File: src/rtl/dot_product_engine.sv
// Pipelined N-element dot-product engine with a registered adder tree and multi-beat group accumulation.
// Weights are held in a register and can be bypassed on load. Signed/unsigned mode travels with each beat.
module dot_product_engine #(
    parameter int unsigned N        = 32,
    parameter int unsigned DW       = 4,
    parameter int unsigned ACC_BITS = 4,
    localparam int unsigned L       = $clog2(N),
    localparam int unsigned OW      = 2*DW + L + ACC_BITS
) (
    input  logic            clk,
    input  logic            rst_n,
    input  logic            clear,
    input  logic            weight_valid,
    input  logic [N*DW-1:0] W,
    input  logic            signed_mode,
    input  logic            in_valid,
    input  logic            in_last,
    input  logic [N*DW-1:0] I,
    output logic            out_valid,
    output logic [OW-1:0]   OUT
);

    localparam int unsigned TW = 2*DW + L;

    logic [N*DW-1:0] w_q;
    logic            mode_q;
    logic [N*DW-1:0] w_sel;
    logic            mode_sel;
    logic [OW-1:0]   acc;
    logic [OW-1:0]   tree_ext;
    logic [OW-1:0]   acc_sum;

    // Element product, with both operands extended to 2*DW according to the beat's mode
    function automatic logic [2*DW-1:0] mul_elem(input logic [DW-1:0] a,
                                                 input logic [DW-1:0] b,
                                                 input logic          s);
        logic [2*DW-1:0] ea;
        logic [2*DW-1:0] eb;
        ea = s ? {{DW{a[DW-1]}}, a} : {{DW{1'b0}}, a};
        eb = s ? {{DW{b[DW-1]}}, b} : {{DW{1'b0}}, b};
        return ea * eb;
    endfunction

    // Weight register; survives clear
    always_ff @(posedge clk or negedge rst_n) begin
        if (!rst_n) begin
            w_q    <= '0;
            mode_q <= 1'b0;
        end else if (weight_valid) begin
            w_q    <= W;
            mode_q <= signed_mode;
        end
    end

    // A beat presented together with a weight load uses the new weights
    always_comb begin
        w_sel    = w_q;
        mode_sel = mode_q;
        if (weight_valid) begin
            w_sel    = W;
            mode_sel = signed_mode;
        end
    end

    for (genvar l = 0; l <= L; l++) begin : g_lvl
        localparam int unsigned CW  = 2*DW + l;
        localparam int unsigned CNT = N >> l;

        logic [CW-1:0] sum [CNT];
        logic          v;
        logic          lst;
        logic          md;

        if (l == 0) begin : g_prod
            always_ff @(posedge clk or negedge rst_n) begin
                if (!rst_n) begin
                    v   <= 1'b0;
                    lst <= 1'b0;
                    md  <= 1'b0;
                    for (int i = 0; i < int'(CNT); i++) sum[i] <= '0;
                end else begin
                    v   <= in_valid & ~clear;
                    lst <= in_last;
                    md  <= mode_sel;
                    for (int i = 0; i < int'(CNT); i++)
                        sum[i] <= mul_elem(I[(int'(N)-i)*int'(DW)-1 -: DW],
                                           w_sel[(int'(N)-i)*int'(DW)-1 -: DW], mode_sel);
                end
            end
        end else begin : g_add
            logic [CW-2:0] prv [2*CNT];
            logic          prv_v;
            logic          prv_lst;
            logic          prv_md;

            always_comb begin
                prv     = g_lvl[l-1].sum;
                prv_v   = g_lvl[l-1].v;
                prv_lst = g_lvl[l-1].lst;
                prv_md  = g_lvl[l-1].md;
            end

            // Each level widens by one bit, extended per the beat's own mode
            always_ff @(posedge clk or negedge rst_n) begin
                if (!rst_n) begin
                    v   <= 1'b0;
                    lst <= 1'b0;
                    md  <= 1'b0;
                    for (int i = 0; i < int'(CNT); i++) sum[i] <= '0;
                end else begin
                    v   <= prv_v & ~clear;
                    lst <= prv_lst;
                    md  <= prv_md;
                    for (int i = 0; i < int'(CNT); i++)
                        sum[i] <= {prv_md & prv[2*i][CW-2],   prv[2*i]} +
                                  {prv_md & prv[2*i+1][CW-2], prv[2*i+1]};
                end
            end
        end
    end

    always_comb begin
        tree_ext = {{ACC_BITS{g_lvl[L].md & g_lvl[L].sum[0][TW-1]}}, g_lvl[L].sum[0]};
        acc_sum  = acc + tree_ext;
    end

    // Group accumulation, wraps modulo 2^OW; OUT is zero whenever out_valid is low
    always_ff @(posedge clk or negedge rst_n) begin
        if (!rst_n) begin
            acc       <= '0;
            out_valid <= 1'b0;
            OUT       <= '0;
        end else if (clear) begin
            acc       <= '0;
            out_valid <= 1'b0;
            OUT       <= '0;
        end else begin
            out_valid <= 1'b0;
            OUT       <= '0;
            if (g_lvl[L].v) begin
                if (g_lvl[L].lst) begin
                    OUT       <= acc_sum;
                    out_valid <= 1'b1;
                    acc       <= '0;
                end else begin
                    acc <= acc_sum;
                end
            end
        end
    end

endmodule

File: config.mk
export PLATFORM = sky130hd
export DESIGN_NAME = dot_product_engine
export DESIGN_NICKNAME = d
export VERILOG_FILES = /design/src/rtl/dot_product_engine.sv
export SDC_FILE = /design/constraint.sdc
export NUM_CORES = 2
export LEC_CHECK = 0
export CAP_MARGIN = 25
export CORE_MARGIN = 4
export CORE_UTILIZATION = 60
export CTS_BUF_LIST = sky130_fd_sc_hd__clkbuf_8
export DETAILED_ROUTE_END_ITERATION = 7
export PLACE_DENSITY = 0.79
export SETUP_SLACK_MARGIN = 0.1
export SLEW_MARGIN = 0
export SYNTH_ARGS = -nofsm -noshare
export SYNTH_HDL_FRONTEND = slang
export SYNTH_SLANG_ARGS = --single-unit
File: constraint.sdc
create_clock -name clk -period 6.17 [get_ports clk]
set_input_delay 1.234 -clock clk [delete_from_list [all_inputs] [get_ports clk]]
set_output_delay 1.234 -clock clk [all_outputs]
set_load 0.02 [all_outputs]
# --- Yosys cells after proc, flatten, opt, wreduce, memory -nomap -nowiden ---
# Cells that the tools add are included.
# W data, S select, Z words.
totals:
  output_inout_bits: 18
  reg_bits: 742
  in_bits: 263
  elab_cells: 295
op_classes:
  reduce_logical: 1
  mux: 75
  n_mul: 32
  n_addsub: 32
  n_bitwise: 70
ops:
  columns: ["cell", "count"]
  rows:
  - ["$mux W8", 64]
  - ["$mul A8 B8 Y8", 32]
  - ["$add A9 B9 Y9", 16]
  - ["$mux W128", 1]
  - ["$mux W17", 6]
  - ["$add A10 B10 Y10", 8]
  - ["$and A1 B1 Y1", 69]
  - ["$add A11 B11 Y11", 4]
  - ["$add A12 B12 Y12", 2]
  - ["$add A17 B17 Y17", 1]
  - ["$add A13 B13 Y13", 1]
  - ["$mux W1", 4]
  - ["$reduce_bool A2 Y1", 1]
  - ["$not A1 Y1", 1]

# --- Longest topological paths before layout ---
depth:
  word_depth: 5
  mapped_depth: 22
  mapped_depth_nobuf: 18

# --- Worst setup path after synthesis ---
# No wires, ideal clock.
synth_path:
  kind: "input to register"
  startpoint: "input signed_mode"
  endpoint: "register g_lvl[0].sum[247] (netlist bit)"
  cell_stages: 19
  setup_ns: 0.134
  n_path_buf: 5
  path_slack_ns: 0.559
  t_required_ns: 6.036
  t_arrival_ns: 5.477
  cell_sequence: "clkbuf_1 > mux2i_1 > inv_1 > buf_2 > buf_2 > buf_2 > clkbuf_1 > and3_1 > fa_1 > fa_1 > ha_1 > inv_1 > fa_1 > inv_1 > ha_1 > a21o_1 > a21oi_1 > xnor2_1 > xnor3_1"
synth_between:
  elab_chain_cells: 3
  word_cells_on_any_way: 4
  classes_between: "mul (1); mux (3)"
synth_lines:
  columns: ["item", "line", "rtl"]
  rows:
  - ["from (decl)", "15", "input logic signed_mode,"]
  - ["$mux W1 (*)", "59", "if (weight_valid) begin"]
  - ["$mux W8 (on tied branches)", "39, 40", null]
  - ["$mul A8 B8 Y8 (*)", "41", "return ea * eb;"]
  - ["to (signal, indexed assignment)", "86", "sum[i] <= mul_elem(I[(int'(N)-i)*int'(DW)-1 -: DW],"]
  - ["to (decl)", "69", "logic [CW-1:0] sum [CNT];"]
# Mark *: on every way between the ends. The rest lies on a longest branch, timed or not.
# A chain may end at the register's enable or synchronous reset.

# --- Worst setup path after layout ---
layout_path:
  startpoint: "input signed_mode"
  endpoint: "register g_lvl[0].sum[159] (netlist bit)"
# Same word-level chain as after synthesis.

==> summary.txt <==
Status
  • Status: completed

Final layout
  • Area added between synthesis and finish: 12.9%
  • Area of the multi-input gates: 36000 um2
  • Fillers: a little over 7000
  • Register area: 18600 um2
  • Final core occ: slightly below 70%
  • Fin nets: 7639
  • Layout cells sized above 1: 6.04%

Clock network
  • Root Driver: clkbuf_8
  • Htree depth: 4
  • Clock tree sinks: 742
  • Setup Buffers After CTS: 0
  • CTS tree: built
  • Num CTS Buffers: 139
  • Clk_lat worst skew: 0.80 ns
  • Hold_buf cts: 0
  • CTS max path bufs: 3
  • CTS resizes: 0
  • Worst-path clk slew: 0.06 ns

Floorplan
  • Site Rows: 114
  • Num ports: between 200 and 300
  • Core area: slightly below 100000 um2
  • Initial Utilization: 60.7%
  • Die W: about 320 um
  • Chip height: 321 um
  • Die area: 103000 um2

Synthesis
  • Main combinational cell family by area after synthesis: adder cells
  • Synth Instances: 5736
  • Avg Inst Size Synth: 10.3 um2
  • Post-synthesis register bit count: between 700 and 800
  • Cell taking the most area after synthesis: dfrtp_1
  • Area share of fa/ha/maj cells after synthesis: 31.1%
  • Synth top area cells: dfrtp_1 (32%), ha_1 (17%), fa_1 (14%), xnor2_1 (7.3%), inv_1 (6.9%)
  • Asr flop ratio synth: 100%
  • Post-Syn Nets: 7215
  • Mux contribution to synthesized area: approximately 2.3%
  • Yosys top cell area share: 31.6%
  • Post-synthesis compound-gate area fraction: 6.36%
  • Most common cell in the netlist: inv_1
  • Most used DFF post-synth: dfrtp_1
  • Synth Area in XOR/XNOR: around a tenth
  • Synthesis Warnings: 0
  • Leading cell types by count after synthesis: inv_1 (1074), ha_1 (801), dfrtp_1 (742)
  • Synth cell types: 60
  • Post-Synthesis Cell Area: 58900 um2
  • Simple-gate share of the synthesized area: 11.4%
  • Share of the yosys chip area belonging to registers: 31.6%
  • Post-synth EDFFs: 0

Setup path
  • Crit-path cells: clkdlybuf4s50_1 -> buf_4 -> and2_2 -> buf_4 -> a22o_1 -> nand2_1 -> fa_1 -> inv_1 -> ha_1 -> inv_1 -> fa_1 -> fa_1 -> inv_1 -> ha_1 -> a21oi_1 -> xor2_1 -> xnor2_1 -> xnor2_1
  • Critical Path Max Stage Delay: between 0.5 and 0.6 ns
  • Worst path required time: about 6.9 ns
  • WS Path Type: primary input to flop
  • Worst R2R End: g_lvl[0].sum[215]
  • CP Max Fanout: 9
  • Worst Reg-to-Reg Cells: 16
  • Startpoint Class: primary input
  • Reg-to-Reg Start: g_lvl[0].md
  • Slowest-stage cell, CP: clkdlybuf4s50_1
  • Buf/Inv on CP: 6
  • CP delay by family, top: adder cells
  • R2R Setup Slk: 1.54 ns
  • CP Capture Type: flop
  • Critical Path AT: 5.84 ns

Timing
  • Tmin final: around 5.1 ns
  • Final slew viol count: 0
  • Worst-Margin Slew: 0.842 ns
  • Clk_skew: 0.0395 ns
  • Fmax: 194 MHz
  • Worst setup margin: 1.02 ns
  • Final Hold Violating Endpoints: 0
  • Rel. slew slack: 43.9%
  • Setup TNS: 0 ns
  • Worst hold margin: 0.345 ns
  • RSZ-0062 raised after global routing: false
  • Tcrit/Tclk final: about 83%
  • Endpoints failing setup: 0

Power and ir drop
  • Total power: 27.7 mW
  • Pleak: 33.3 nW
  • Peak VDD IR: 0.205 mV
  • Power Density: about 420 nW/um2

Drt
  • Final antenna-violating net count: 0
  • Via density: 5.21
  • DR vias: 39300
  • Drt first pass iters: 5
  • DR DRC count: 0
  • Iter 0 DRT Violations: approximately 1800
  • WL/cell: 16.1 um
  • Total wire length: 122000 um

Min path
  • Worst Hold Class: flop to flop
  • Hold path depth: 0
  • Worst hold start: g_lvl[2].lst
  • WHS Endpoint: g_lvl[3].lst

Place
  • I/O Buffers: 280
  • Final GP Congestion: 0.868
  • DP Worst Slack: 0.208 ns
  • Detailed placement HPWL: 96300 um

Global routing
  • Global-route wire length before repair: 206000 um
  • GRT Util Overall: between 20% and 30%
  • Global route overflow: 0
  • Vias in the first global route: 42300
  • Largest net degree at the start of global routing: approximately 150
  • Initial antenna violation count: 8

Flow run
  • MaxCap Viol Count: 0
## layout make-up
class | instances | share of cell area, %
clock inverter | 74 | 0.919
timing repair buffer | 328 | 4.92
multi-input combinational | 3875 | 54.2
tap | 1276 | 2.40
clock buffer | 170 | 3.52
antenna | 4 | 0.0151
sequential | 742 | 27.9
inverter | 1074 | 6.07
## registers in the layout (all words and copies together) (netlist names)
signal and cells:
OUT 17, acc 17, g_lvl.sum 561, w_q 128
g_lvl.lst 6, g_lvl.v 6, g_lvl.md 6, out_valid 1
## per-stage QoR
stage / area [um2] / std cells
after CTS: 66400 / 7539
after global routing: 66400 / 7543
after global placement: 63500 / 7295
after detailed placement: 63500 / 7295
final: 66400 / 7543
after floorplan: 58900 / 5736
## logic make-up (layout without fill, tap and decap cells)
| group | Yosys count | count (layout) |
|---|---|---|
| and+or+nand+nor | 1280 | 1280 |
| AOI/OAI and AO/OA | 592 | 592 |
| DFF | 742 | 742 |
| other | 0 | 4 |
| muxes | 123 | 123 |
| buffers and inverters | 1119 | 1646 |
| xor gates and xnor gates | 664 | 664 |
| adders and majority gates | 1216 | 1216 |
## worst max path at each step
stage | from | to | slack (ns) | cells past startpoint
6_report | signed_mode | g_lvl[0].sum[159] | 1.02 | 18
5_1_grt | signed_mode | g_lvl[0].sum[159] | 0.85 | 18
4_1_cts | signed_mode | g_lvl[0].sum[159] | 1.10 | 18
3_5_place_dp | signed_mode | g_lvl[0].sum[159] | 0.21 | 18
3_3_place_gp | signed_mode | g_lvl[0].sum[71] | 0.33 | 19
2_1_floorplan | signed_mode | g_lvl[0].sum[247] | 0.56 | 19
## metal layers
| metal | GRT usage (%) | vias up | share of wire [%] |
|---|---|---|---|
| met5 | 0 | - | 0 |
| met4 | 7.39 | 0 | 2.6 |
| met3 | 3.87 | 224 | 4.4 |
| met2 | 43.1 | 762 | 50 |
| met1 | 31.8 | 19300 | 43 |
| li1 | - | 19000 | - |
## placed cells by master, fill, tap and decap left out, drive strengths merged, types with 174 or more instances in the layout
cell type,n
a21oi,191
and2,322
clkdlybuf4s50,278
dfrtp,742
fa,415
ha,801
inv,1115
nand2,330
nor2b,227
xnor2,489
xor2,174
## power breakdown
| part | switching (mW) | internal [mW] |
|---|---|---|
| combinational | 7.87 | 7.00 |
| clock | 2.16 | 2.88 |
| sequential | 0.916 | 6.83 |
Power figures use the tool's default switching activity.
